File: config.mk
export PLATFORM = sky130hd
export DESIGN_NAME = muldiv_unit
export DESIGN_NICKNAME = d
export VERILOG_FILES = /design/src/rtl/muldiv_pkg.sv /design/src/rtl/muldiv_unit_div_step.sv /design/src/rtl/muldiv_unit.sv
export SDC_FILE = /design/constraint.sdc
export NUM_CORES = 1
export LEC_CHECK = 0
export BUFFER_PORTS_ARGS = -buffer_cell sky130_fd_sc_hd__buf_4
export CAP_MARGIN = 20
export CORE_UTILIZATION = 40
export DETAILED_ROUTE_END_ITERATION = 8
export PLACE_DENSITY = 0.67
export RECOVER_POWER = 25
export SETUP_SLACK_MARGIN = 0.1
export SLEW_MARGIN = 20
export SYNTH_ARGS = -nofsm -noshare
export SYNTH_HDL_FRONTEND = slang
export SYNTH_SLANG_ARGS = --single-unit
File: constraint.sdc
create_clock -name clk -period 8.06 [get_ports clk]
set_input_delay 0.806 -clock clk [delete_from_list [all_inputs] [get_ports clk]]
set_output_delay 0.806 -clock clk [all_outputs]
set_load 0.03 [all_outputs]
File: src/rtl/muldiv_pkg.sv
// Shared definitions for the iterative multiply/divide unit: op codes, FSM
// state encoding and default widths.
package muldiv_pkg;

  localparam int MD_W     = 32;
  localparam int MD_CNT_W = $clog2(MD_W);

  typedef enum logic [2:0] {
    OP_MULT  = 3'd0,
    OP_MULTU = 3'd1,
    OP_DIV   = 3'd2,
    OP_DIVU  = 3'd3,
    OP_MTHI  = 3'd4,
    OP_MTLO  = 3'd5,
    OP_NOP6  = 3'd6,
    OP_NOP7  = 3'd7
  } op_e;

  typedef enum logic [1:0] {
    ST_IDLE = 2'd0,
    ST_MUL  = 2'd1,
    ST_DIV  = 2'd2,
    ST_FIX  = 2'd3
  } state_e;

  function automatic logic is_signed_op(input op_e op);
    return (op == OP_MULT) || (op == OP_DIV);
  endfunction

endpackage

File: src/rtl/muldiv_unit_div_step.sv
// One restoring-division step: shift the next dividend bit into the partial
// remainder, subtract the divisor if it fits, and shift the quotient bit in.
module div_step #(
  parameter int W = 32
) (
  input  logic [W-1:0] rem,
  input  logic [W-1:0] quo,
  input  logic [W-1:0] divisor,
  output logic [W-1:0] rem_nxt,
  output logic [W-1:0] quo_nxt
);

  logic [W:0] shifted;
  logic [W:0] diff;

  // An explicit compare (not the borrow bit) keeps divide-by-zero well behaved:
  // every step then succeeds, leaving quotient all ones and remainder = dividend.
  always_comb begin
    shifted = {rem, quo[W-1]};
    diff    = shifted - {1'b0, divisor};
    if (shifted >= {1'b0, divisor}) begin
      rem_nxt = diff[W-1:0];
      quo_nxt = {quo[W-2:0], 1'b1};
    end else begin
      rem_nxt = shifted[W-1:0];
      quo_nxt = {quo[W-2:0], 1'b0};
    end
  end

endmodule

File: src/rtl/muldiv_unit.sv
// Iterative MULT/MULTU/DIV/DIVU/MTHI/MTLO unit holding HI/LO.
// Define FAST_MULT_EN for a single-cycle multiplier; divide stays iterative.
module muldiv_unit
  import muldiv_pkg::*;
#(
  parameter int W = MD_W
) (
  input  logic         clk,
  input  logic         rst,
  input  logic         start,
  input  logic [2:0]   op,
  input  logic [W-1:0] rs_val,
  input  logic [W-1:0] rt_val,
  output logic         busy,
  output logic         done,
  output logic [W-1:0] hi,
  output logic [W-1:0] lo
);

  localparam int CW = $clog2(W);

  state_e state, state_nxt;

  logic [2*W-1:0] acc;
  logic [W-1:0]   divisor_q;
  logic [CW-1:0]  cnt;
  logic           is_div_q;
  logic           neg_res;
  logic           neg_rem;
  logic           div_zero;
  logic [W-1:0]   hi_q, lo_q;

  op_e          op_c;
  logic         accept, is_mul, is_div, sgn;
  logic [W-1:0] a_abs, b_abs;
  logic [W:0]   mul_sum;
  logic [W-1:0] div_rem, div_quo;
  logic [W-1:0] fix_hi, fix_lo;
  logic [2*W-1:0] prod_neg;

  // A new op is taken in IDLE and also in FIX, whose cycle already has busy low.
  always_comb begin
    op_c   = op_e'(op);
    accept = start && (state == ST_IDLE || state == ST_FIX);
    is_mul = (op_c == OP_MULT) || (op_c == OP_MULTU);
    is_div = (op_c == OP_DIV) || (op_c == OP_DIVU);
    sgn    = is_signed_op(op_c);
    a_abs  = (sgn && rs_val[W-1]) ? -rs_val : rs_val;
    b_abs  = (sgn && rt_val[W-1]) ? -rt_val : rt_val;
  end

  always_comb begin
    mul_sum = {1'b0, acc[2*W-1:W]} + (acc[0] ? {1'b0, divisor_q} : {(W+1){1'b0}});
  end

  div_step #(.W(W)) u_div_step (
    .rem     (acc[2*W-1:W]),
    .quo     (acc[W-1:0]),
    .divisor (divisor_q),
    .rem_nxt (div_rem),
    .quo_nxt (div_quo)
  );

  // Sign correction of the unsigned magnitude result held in acc.
  always_comb begin
    prod_neg = -acc;
    if (!is_div_q) begin
      {fix_hi, fix_lo} = neg_res ? prod_neg : acc;
    end else begin
      fix_hi = neg_rem ? -acc[2*W-1:W] : acc[2*W-1:W];
      if (div_zero)     fix_lo = {W{1'b1}};
      else if (neg_res) fix_lo = -acc[W-1:0];
      else              fix_lo = acc[W-1:0];
    end
  end

  always_ff @(posedge clk) begin
    if (rst) state <= ST_IDLE;
    else     state <= state_nxt;
  end

  // NOTE: every output of a combinational block gets a default first, so no
  // path through the case leaves it unassigned and infers a latch.
  always_comb begin
    state_nxt = state;
    case (state)
      ST_IDLE, ST_FIX: begin
        state_nxt = ST_IDLE;
        if (accept && is_mul) begin
`ifdef FAST_MULT_EN
          state_nxt = ST_FIX;
`else
          state_nxt = ST_MUL;
`endif
        end else if (accept && is_div) begin
          state_nxt = ST_DIV;
        end
      end
      ST_MUL, ST_DIV: if (cnt == '0) state_nxt = ST_FIX;
      default: state_nxt = ST_IDLE;
    endcase
  end

  always_comb begin
    busy = (state == ST_MUL) || (state == ST_DIV);
    done = (state == ST_FIX);
    hi   = done ? fix_hi : hi_q;
    lo   = done ? fix_lo : lo_q;
  end

  // NOTE: the datapath registers carry no reset; they are always loaded at
  // accept before anything reads them, and only state and hi/lo need a value.
  always_ff @(posedge clk) begin
    if (accept && (is_mul || is_div)) begin
      is_div_q  <= is_div;
      divisor_q <= b_abs;
      cnt       <= CW'(W - 1);
      neg_res   <= sgn && (rs_val[W-1] ^ rt_val[W-1]);
      neg_rem   <= sgn && rs_val[W-1];
      div_zero  <= is_div && (rt_val == '0);
`ifdef FAST_MULT_EN
      acc <= is_mul ? ({{W{1'b0}}, a_abs} * {{W{1'b0}}, b_abs}) : {{W{1'b0}}, a_abs};
`else
      acc <= {{W{1'b0}}, a_abs};
`endif
    end else if (state == ST_MUL) begin
      acc <= {mul_sum, acc[W-1:1]};
      cnt <= cnt - 1'b1;
    end else if (state == ST_DIV) begin
      acc <= {div_rem, div_quo};
      cnt <= cnt - 1'b1;
    end
  end

  // NOTE: sequential state uses non-blocking assignments so every register
  // samples pre-edge values; the later MTHI/MTLO write overrides the FIX write.
  always_ff @(posedge clk) begin
    if (rst) begin
      hi_q <= '0;
      lo_q <= '0;
    end else begin
      if (state == ST_FIX) begin
        hi_q <= fix_hi;
        lo_q <= fix_lo;
      end
      if (accept && op_c == OP_MTHI) hi_q <= rs_val;
      if (accept && op_c == OP_MTLO) lo_q <= rs_val;
    end
  end

endmodule

==> summary.md, run 1 <==
| Metric | Value |
|---|---|
| Maximum clock rate | 165.5 MHz |
| Maximum count of clock buffers along a single path | 2 |
| Relative slew slack | -178.1% |
| Post-CTS clock slew at the launch and capture registers of the worst setup and hold paths | 0.07 ns |
| Syn avg cell area | 7.675 sq um |
| PwrDens | 337.0 nW/um^2 |
| Category of the worst setup path capture point | primary output |
| Number of slew-limit violations in the final report | 146 |
| Wire length of the first global-routing pass | 74710 um |
| Post-CTS setup-driven buffer insertion count | 0 |
| Most numerous cell types in the synthesized netlist | sky130_fd_sc_hd__nand2_1 (244), sky130_fd_sc_hd__nor2_1 (198), sky130_fd_sc_hd__a21oi_1 (186) |
| Fin crit share | 74.96% |
| Critical path data required time | 7.25 ns |
| Number of primary I/O pins | 136 |
| Status | finished, violations left |
| Fin util | 46.36% |
| Via count normalized by instance count | 5.963 |
| Post-Synthesis Cells | between 1500 and 2000 |
| Hold_ws | roughly 0.50 ns |
| Cells taking the most area after synthesis | sky130_fd_sc_hd__dfxtp_1 (14%), sky130_fd_sc_hd__edfxtp_1 (14%), sky130_fd_sc_hd__a21oi_1 (6.5%) |
| Number of synthesized register bits | 171 |
| Number of nets in the synthesized netlist | 2006 |
| Worst Path Class, Setup | register to primary output |
| Max-cap check violation count | 3 |
| Synth async-reset ratio | 0% |
| Clock Root Buffer | sky130_fd_sc_hd__clkbuf_16 |
| Clock sinks | 171 |
| Core area | 34880 sq um |
| Number of input and output port buffers inserted | 135 |
| Nets@finish | 2074 |
| Nature of the critical path startpoint | register |
| Worst Skew | 0.01522 ns |
| Lkg Pwr | 0.006667 uW |
| Hold Buf Count CTS | 0 |
| Number of search-and-repair iterations in the first detailed-routing pass | 6 |
| Area fraction of the dominant cell type after synthesis | 14.42% |
| Count leader, synth | sky130_fd_sc_hd__nand2_1 |
| H-tree depth | 4 |
| Die Area | around 37000 sq um |
| Area Overhead vs Synth | 13.11% |
| Share of the yosys chip area belonging to registers | between 20% and 30% |
| WL final | 47920 um |
| Final number of hold-violating endpoints | 0 |
| TNS Setup | 0 ns |
| Post-layout total power | 5450 uW |
| Remaining antenna violation count after routing | 0 |
| Unrepaired setup endpoints after global routing | no |
| Arrival time at the worst endpoint | 5.24 ns |
| Grt total ovfl | 0 |
| Largest voltage drop on the vdd net | 0.0002088 V |
| Minimum clock period | 6.042 ns |
| Number of setup violations in the final report | 0 |
| Pin count of the biggest net entering global routing | 90 |
| EDFF count, synth | 68 |
| Placed wire-length estimate after detailed placement | 35840 um |
| Die W | 191.1 um |
| Clock buffer count from CTS | 17 |
| Violations in the final reports | max-capacitance violations, max-slew violations |
| Number of warning messages in the yosys log | 0 |
| Overall global routing resource usage | 26.31% |
| Cell accounting for the most synthesized area | sky130_fd_sc_hd__dfxtp_1 |
| Number of violations reported at the end of detailed-routing iteration 0 | ~1400 |
| Ys flop type | sky130_fd_sc_hd__dfxtp_1 |
| Cell area after technology mapping | 14300 sq um |
| Worst Path Max Fanout | 89 |
| Count of standard-cell rows | ~70 |
| Ratio of cells with drive above 1 in the final layout | 11.57% |
| Diode count | 0 |
| DRC viols | 0 |
| Vias in the first global route | 13539 |
| Count of cell types in the netlist | 79 |
| Classification of the worst-slack hold path | register to register |
| Weighted congestion at the end of routability-driven global placement | between 0.9 and 1 |
| R2R setup slack | 3.17 ns |
| Filler Cells Inserted | between 3000 and 4000 |
| Via total after detailed routing | 14306 |
| TritonCTS clock tree | done |
| Clock latency of the later-clocked register in the worst-skew pair | 0.47 ns |
| Starting Density | 40.99% |
| Initial antenna violation count | 0 |
| Transition time at the pin with the least slew margin | 4.172 ns |
| Wirelength per Cell | 19.97 um |
| Die height | around 190 um |
| PostCTS Resize Cnt | 0 |
==> registers in the layout, summed over array words and instances, names as in the netlist <==
name and flops:
neg_res 1, divisor_q 32, cnt 5, lo_q 32, neg_rem 1, hi_q 32
is_div_q 1, acc 64, state 2, div_zero 1
==> worst max-delay path, cell delays in order, from the launching register on <==
cell,delay [ns]
sky130_fd_sc_hd__dfxtp_1,0.41
sky130_fd_sc_hd__ha_4,0.15
sky130_fd_sc_hd__clkbuf_1,2.87
sky130_fd_sc_hd__a21boi_0,0.34
sky130_fd_sc_hd__buf_4,0.42
sky130_fd_sc_hd__a21oi_1,0.20
sky130_fd_sc_hd__buf_4,0.21
==> cells in the final DEF (no fill, tap or decap), drive strengths merged, types with 13 or more instances in the layout <==
cell,netlist,layout
ha,71,71
clkbuf,90,26
and2,15,15
a21oi,186,186
nand3,42,42
o21ai,118,118
mux2,21,21
a211oi,13,13
o31ai,21,21
nor3,47,47
a31oi,19,19
nor4,25,25
or3,17,17
buf,15,145
nand2b,15,15
edfxtp,68,68
dfxtp,103,103
or4,13,13
mux2i,52,52
xor2,94,94
xnor2,70,70
nor2b,13,13
o211ai,18,18
nor2,198,198
nand2,245,245
inv,64,72
a21o,49,49
==> metrics by stage <==
step,instance area (sq um),worst slack (ns),cells
4_1_cts,16210,3.124,2399
5_1_grt,16170,1.725,2399
3_3_place_gp,15650,3.753,2367
3_5_place_dp,15650,3.645,2367
2_1_floorplan,14300,3.720,1863
6_report,16170,2.018,2399
==> cell type report <==
cell class / instances / area, sq um / area share (%)
Multi-Input combinational cell: 1521 / 9569 / 59.17
Sequential cell: 171 / 4104 / 25.38
Timing Repair Buffer: 154 / 1122 / 6.940
Tap cell: 455 / 569.3 / 3.520
Clock buffer: 17 / 425.4 / 2.630
Inverter: 66 / 247.7 / 1.532
Clock inverter: 15 / 135.1 / 0.8355
==> routing by layer <==
metal  part of all wire [%]  global-route usage [%]  wire, um  up-vias
met5                      0                       0         0        -
met1                     43                   35.02     20510     6757
met2                     45                   41.78     21770      638
li1                       -                       -         -     6800
met4                    3.8                   11.60      1842        0
met3                    7.9                   4.259      3799      111
==> final timing paths <==
path	start	cells after the start	to
setup / recovery	state[0]	6	lo[0]
hold / removal	cnt[1]	2	cnt[1]
setup reg to reg	state[1]	8	acc[23]
hold reg to reg	cnt[1]	2	cnt[1]
==> logic make-up (layout without fill, tap and decap cells) <==
logic type | Yosys count | in the layout | synth area share (%)
buf+inv | 171 | 252 | 4.559
mux | 73 | 73 | 5.294
xor+xnor | 164 | 164 | 10.05
compound gates | 525 | 525 | 22.79
fa+ha+maj | 73 | 73 | 6.493
flops | 171 | 171 | 28.70
simple gates | 686 | 686 | 22.12
==> power breakdown <==
part / leakage [uW] / total, uW / switching, uW / internal [uW]
Clock: 0.000274 / 821 / 415 / 406
Sequential: 0.00149 / 1550 / 381 / 1170
Combinational: 0.00491 / 3080 / 1890 / 1190
Total: 0.00667 / 5450 / 2690 / 2760
(Power assumes the default switching activity.)
==> run 2, diff against run 1 <==
PLACE_DENSITY = 0.69   (was 0.67)
clock period = 4.97 ns   (was 8.06 ns; I/O delays follow)
==> run 2 against run 1 <==
Effect of this change: the run still ends with max-capacitance violations, max-slew violations left; clock power grew 66%; clock skew about the same; flip-flop and latch count stayed put; cell count grew 0.33%; highest routed layer unchanged.
==> summary.md, run 2 (synthesis results as in run 1) <==
| Metric | Value |
|---|---|
| Clock sinks | 171 (unchanged) |
| Number of slew-limit violations in the final report | 47 (-68%) |
| Wire length of the first global-routing pass | 74980 um (+0.36%) |
| Die Area | 36510 sq um (unchanged) |
| Via count normalized by instance count | 5.940 (-0.39%) |
| Worst Path Class, Setup | register to primary output |
| PostCTS Resize Cnt | 0 (unchanged) |
| Initial antenna violation count | 1 (+1) |
| Filler Cells Inserted | 3543 (+1.3%) |
| Area Overhead vs Synth | 13.66% |
| Number of search-and-repair iterations in the first detailed-routing pass | 5 (-1) |
| PwrDens | 550.6 nW/um^2 (+63%) |
| Die W | 191.1 um (unchanged) |
| Finished Layout Cells | 2407 (+0.33%) |
| TNS Setup | 0 ns (unchanged) |
| Cell family with most CP delay | simple AND/OR/NAND/NOR gates |
| Die height | 191.1 um (unchanged) |
| Transition time at the pin with the least slew margin | 1.875 ns (-2.297 ns) |
| Sum of buffers and inverters on the critical path | 1 (-2) |
| Critical path data required time | 4.47 ns (-2.78 ns) |
| Fin util | 46.59% (+0.23 points) |
| Grt total ovfl | 0 (unchanged) |
| Maximum count of clock buffers along a single path | 2 (unchanged) |
| Status | finished, violations left |
| WL final | 48300 um (+0.79%) |
| Clock buffer count from CTS | 17 (unchanged) |
| Placed wire-length estimate after detailed placement | 36260 um (+1.2%) |
| Final worst setup slack | 0.4032 ns (-1.615 ns) |
| Lkg Pwr | 0.006714 uW (+0.70%) |
| Starting Density | 40.99% (unchanged) |
| Remaining antenna violation count after routing | 0 (unchanged) |
| Unrepaired setup endpoints after global routing | no |
| Hold Buf Count CTS | 0 (unchanged) |
| Wirelength per Cell | 20.07 um (+0.46%) |
| Nature of the critical path startpoint | register |
| Category of the worst setup path capture point | primary output |
| Overall global routing resource usage | 26.46% (+0.15 points) |
| Arrival time at the worst endpoint | 4.07 ns (-1.17 ns) |
| Start point of the worst hold path | rs_val[5] |
| Max-cap check violation count | 1 (-2) |
| Library cell contributing the largest single delay on the critical path | sky130_fd_sc_hd__or4_4 |
| Clock Root Buffer | sky130_fd_sc_hd__clkbuf_16 |
| Critical Path Most Common Cell | sky130_fd_sc_hd__or4_4 |
| Delay of the slowest cell on the worst path | 0.62 ns (-2.25 ns) |
| Worst Skew | 0.01488 ns (-0.0003375 ns) |
| Number of input and output port buffers inserted | 135 (unchanged) |
| Area after detailed placement | 15720 sq um (+0.42%) |
| Relative slew slack | -25.00% (+150 points) |
| Commonest cells after routing, fill and taps aside | sky130_fd_sc_hd__nand2_1 (244), sky130_fd_sc_hd__nor2_1 (197), sky130_fd_sc_hd__a21oi_1 (185) |
| Worst Reg-to-Reg Cells | 13 (+5) |
| Total non-filler cell area in the finished layout | 16250 sq um (+0.49%) |
| Number of primary I/O pins | 136 (unchanged) |
| Origin of the critical flop-to-flop path | acc[0] |
| Via total after detailed routing | 14298 (-0.056%) |
| Terminating pin of the worst hold path | lo_q[5] |
| Post-CTS setup-driven buffer insertion count | 0 (unchanged) |
| TritonCTS clock tree | done |
| Ratio of cells with drive above 1 in the final layout | 11.94% (+0.37 points) |
| Minimum clock period | roughly 4.6 ns |
| Number of setup violations in the final report | 0 (unchanged) |
| Final number of hold-violating endpoints | 0 (unchanged) |
| Post-Place Worst Slack | 0.9370 ns (-2.708 ns) |
| Vias in the first global route | 13499 (-0.30%) |
| Count of standard-cell rows | 68 (unchanged) |
| Post-CTS clock slew at the launch and capture registers of the worst setup and hold paths | 0.07 ns (about the same) |
| DRC viols | 0 (unchanged) |
| Most frequent standard cell in the layout excluding fill and tap cells | sky130_fd_sc_hd__nand2_1 |
| Register with the most flip-flops | acc |
| Nets@finish | 2081 (+0.34%) |
| Violations in the final reports | max-capacitance violations, max-slew violations |
| Classification of the worst-slack hold path | input port to register |
| Number of violations reported at the end of detailed-routing iteration 0 | 1319 (-5.3%) |
| Largest register FFs | 64 (unchanged) |
| Pin count of the biggest net entering global routing | 68 (-24%) |
| Worst Path Max Fanout | 7 (-92%) |
| CP cell instances | or4_4 -> or4b_1 -> or4_4 -> or3_1 -> o21ai_0 -> a21oi_1 -> xnor2_1 -> and2_1 -> nor2_1 -> buf_4 |
| Maximum clock rate | 219.0 MHz |
| R2R setup slack | 0.87 ns (-2.30 ns) |
| FF-to-FF End | acc[57] |
| Largest voltage drop on the vdd net | 0.0003446 V (+65%) |
| H-tree depth | 4 (unchanged) |
| Clock latency of the later-clocked register in the worst-skew pair | 0.47 ns (about the same) |
| Fin crit share | 91.89% |
| Cell depth of the worst min-delay path | 3 (+1) |
| Placed cell count | 2374 (+0.30%) |
| Core area | 34880 sq um (unchanged) |
| Weighted congestion at the end of routability-driven global placement | 0.9526 (-3.7%) |
[run 2: cell types whose count changed in the layout (fill, tap and decap cells not counted), sizes merged]
| cell | before | now |
|---|---|---|
| buf | 145 | 152 |
| clkbuf | 26 | 29 |
| inv | 72 | 69 |
| clkinv | 8 | 6 |
| clkinvlp | 1 | 3 |
| diode | 0 | 1 |
[run 2: per-stage QoR]
step	hold slack (ns)	power (uW)
after floorplan	0.4655	5939
after global placement	0.4781	7430
after detailed placement	0.4888	7494
after CTS	0.2563	8873
after global routing	0.3069	9504
final	0.3091	8948
[run 2: per-layer routing]
layer | vias up | share of wire, % | track usage, %
met5 | - | 0 | 0
met4 | 0 | 3.7 | 11.84
met3 | 94 | 6.4 | 3.525
met2 | 517 | 46 | 41.83
met1 | 6827 | 44 | 35.79
li1 | 6860 | - | -
[run 2: final cells by class]
| class | instances | area, sq um | share of cell area [%] |
|---|---|---|---|
| inverter | 66 | 247.7 | 1.524 |
| multi-input combinational | 1521 | 9559 | 58.82 |
| clock buffer | 20 | 478.0 | 2.941 |
| clock inverter | 12 | 103.9 | 0.6390 |
| sequential | 171 | 4104 | 25.25 |
| timing repair buffer | 161 | 1187 | 7.306 |
| antenna | 1 | 2.502 | 0.01540 |
| tap | 455 | 569.3 | 3.503 |
[run 2: worst reg2reg max path: stages (launching register included)]
cell and delay [ns]:
sky130_fd_sc_hd__edfxtp_1 0.46, sky130_fd_sc_hd__inv_1 0.11, sky130_fd_sc_hd__buf_4 0.35, sky130_fd_sc_hd__nor2_1 0.13, sky130_fd_sc_hd__ha_1 0.43, sky130_fd_sc_hd__nand4_1 0.17
sky130_fd_sc_hd__or2_2 0.31, sky130_fd_sc_hd__a2111oi_0 0.63, sky130_fd_sc_hd__nor2_1 0.19, sky130_fd_sc_hd__a211oi_1 0.41, sky130_fd_sc_hd__nor2_1 0.19, sky130_fd_sc_hd__o21ai_0 0.28
sky130_fd_sc_hd__xnor2_1 0.17, sky130_fd_sc_hd__o221ai_1 0.13
[run 2: power breakdown]
| group | total, uW | internal, uW | switching, uW |
|---|---|---|---|
| Sequential | 2500 | 1900 | 600 |
| Clock | 1360 | 708 | 649 |
| Combinational | 5090 | 1960 | 3130 |
[run 2: worst max path at each step]
| stage | cells after the start | from | endpoint | slack [ns] |
|---|---|---|---|---|
| after floorplan | 11 | acc[16] | hi[21] | 0.94 |
| after global placement | 10 | acc[16] | hi[21] | 0.98 |
| after detailed placement | 10 | acc[16] | hi[21] | 0.94 |
| after CTS | 10 | acc[16] | hi[21] | 0.42 |
| after global routing | 10 | acc[16] | hi[21] | 0.25 |
| final | 10 | acc[16] | hi[21] | 0.40 |
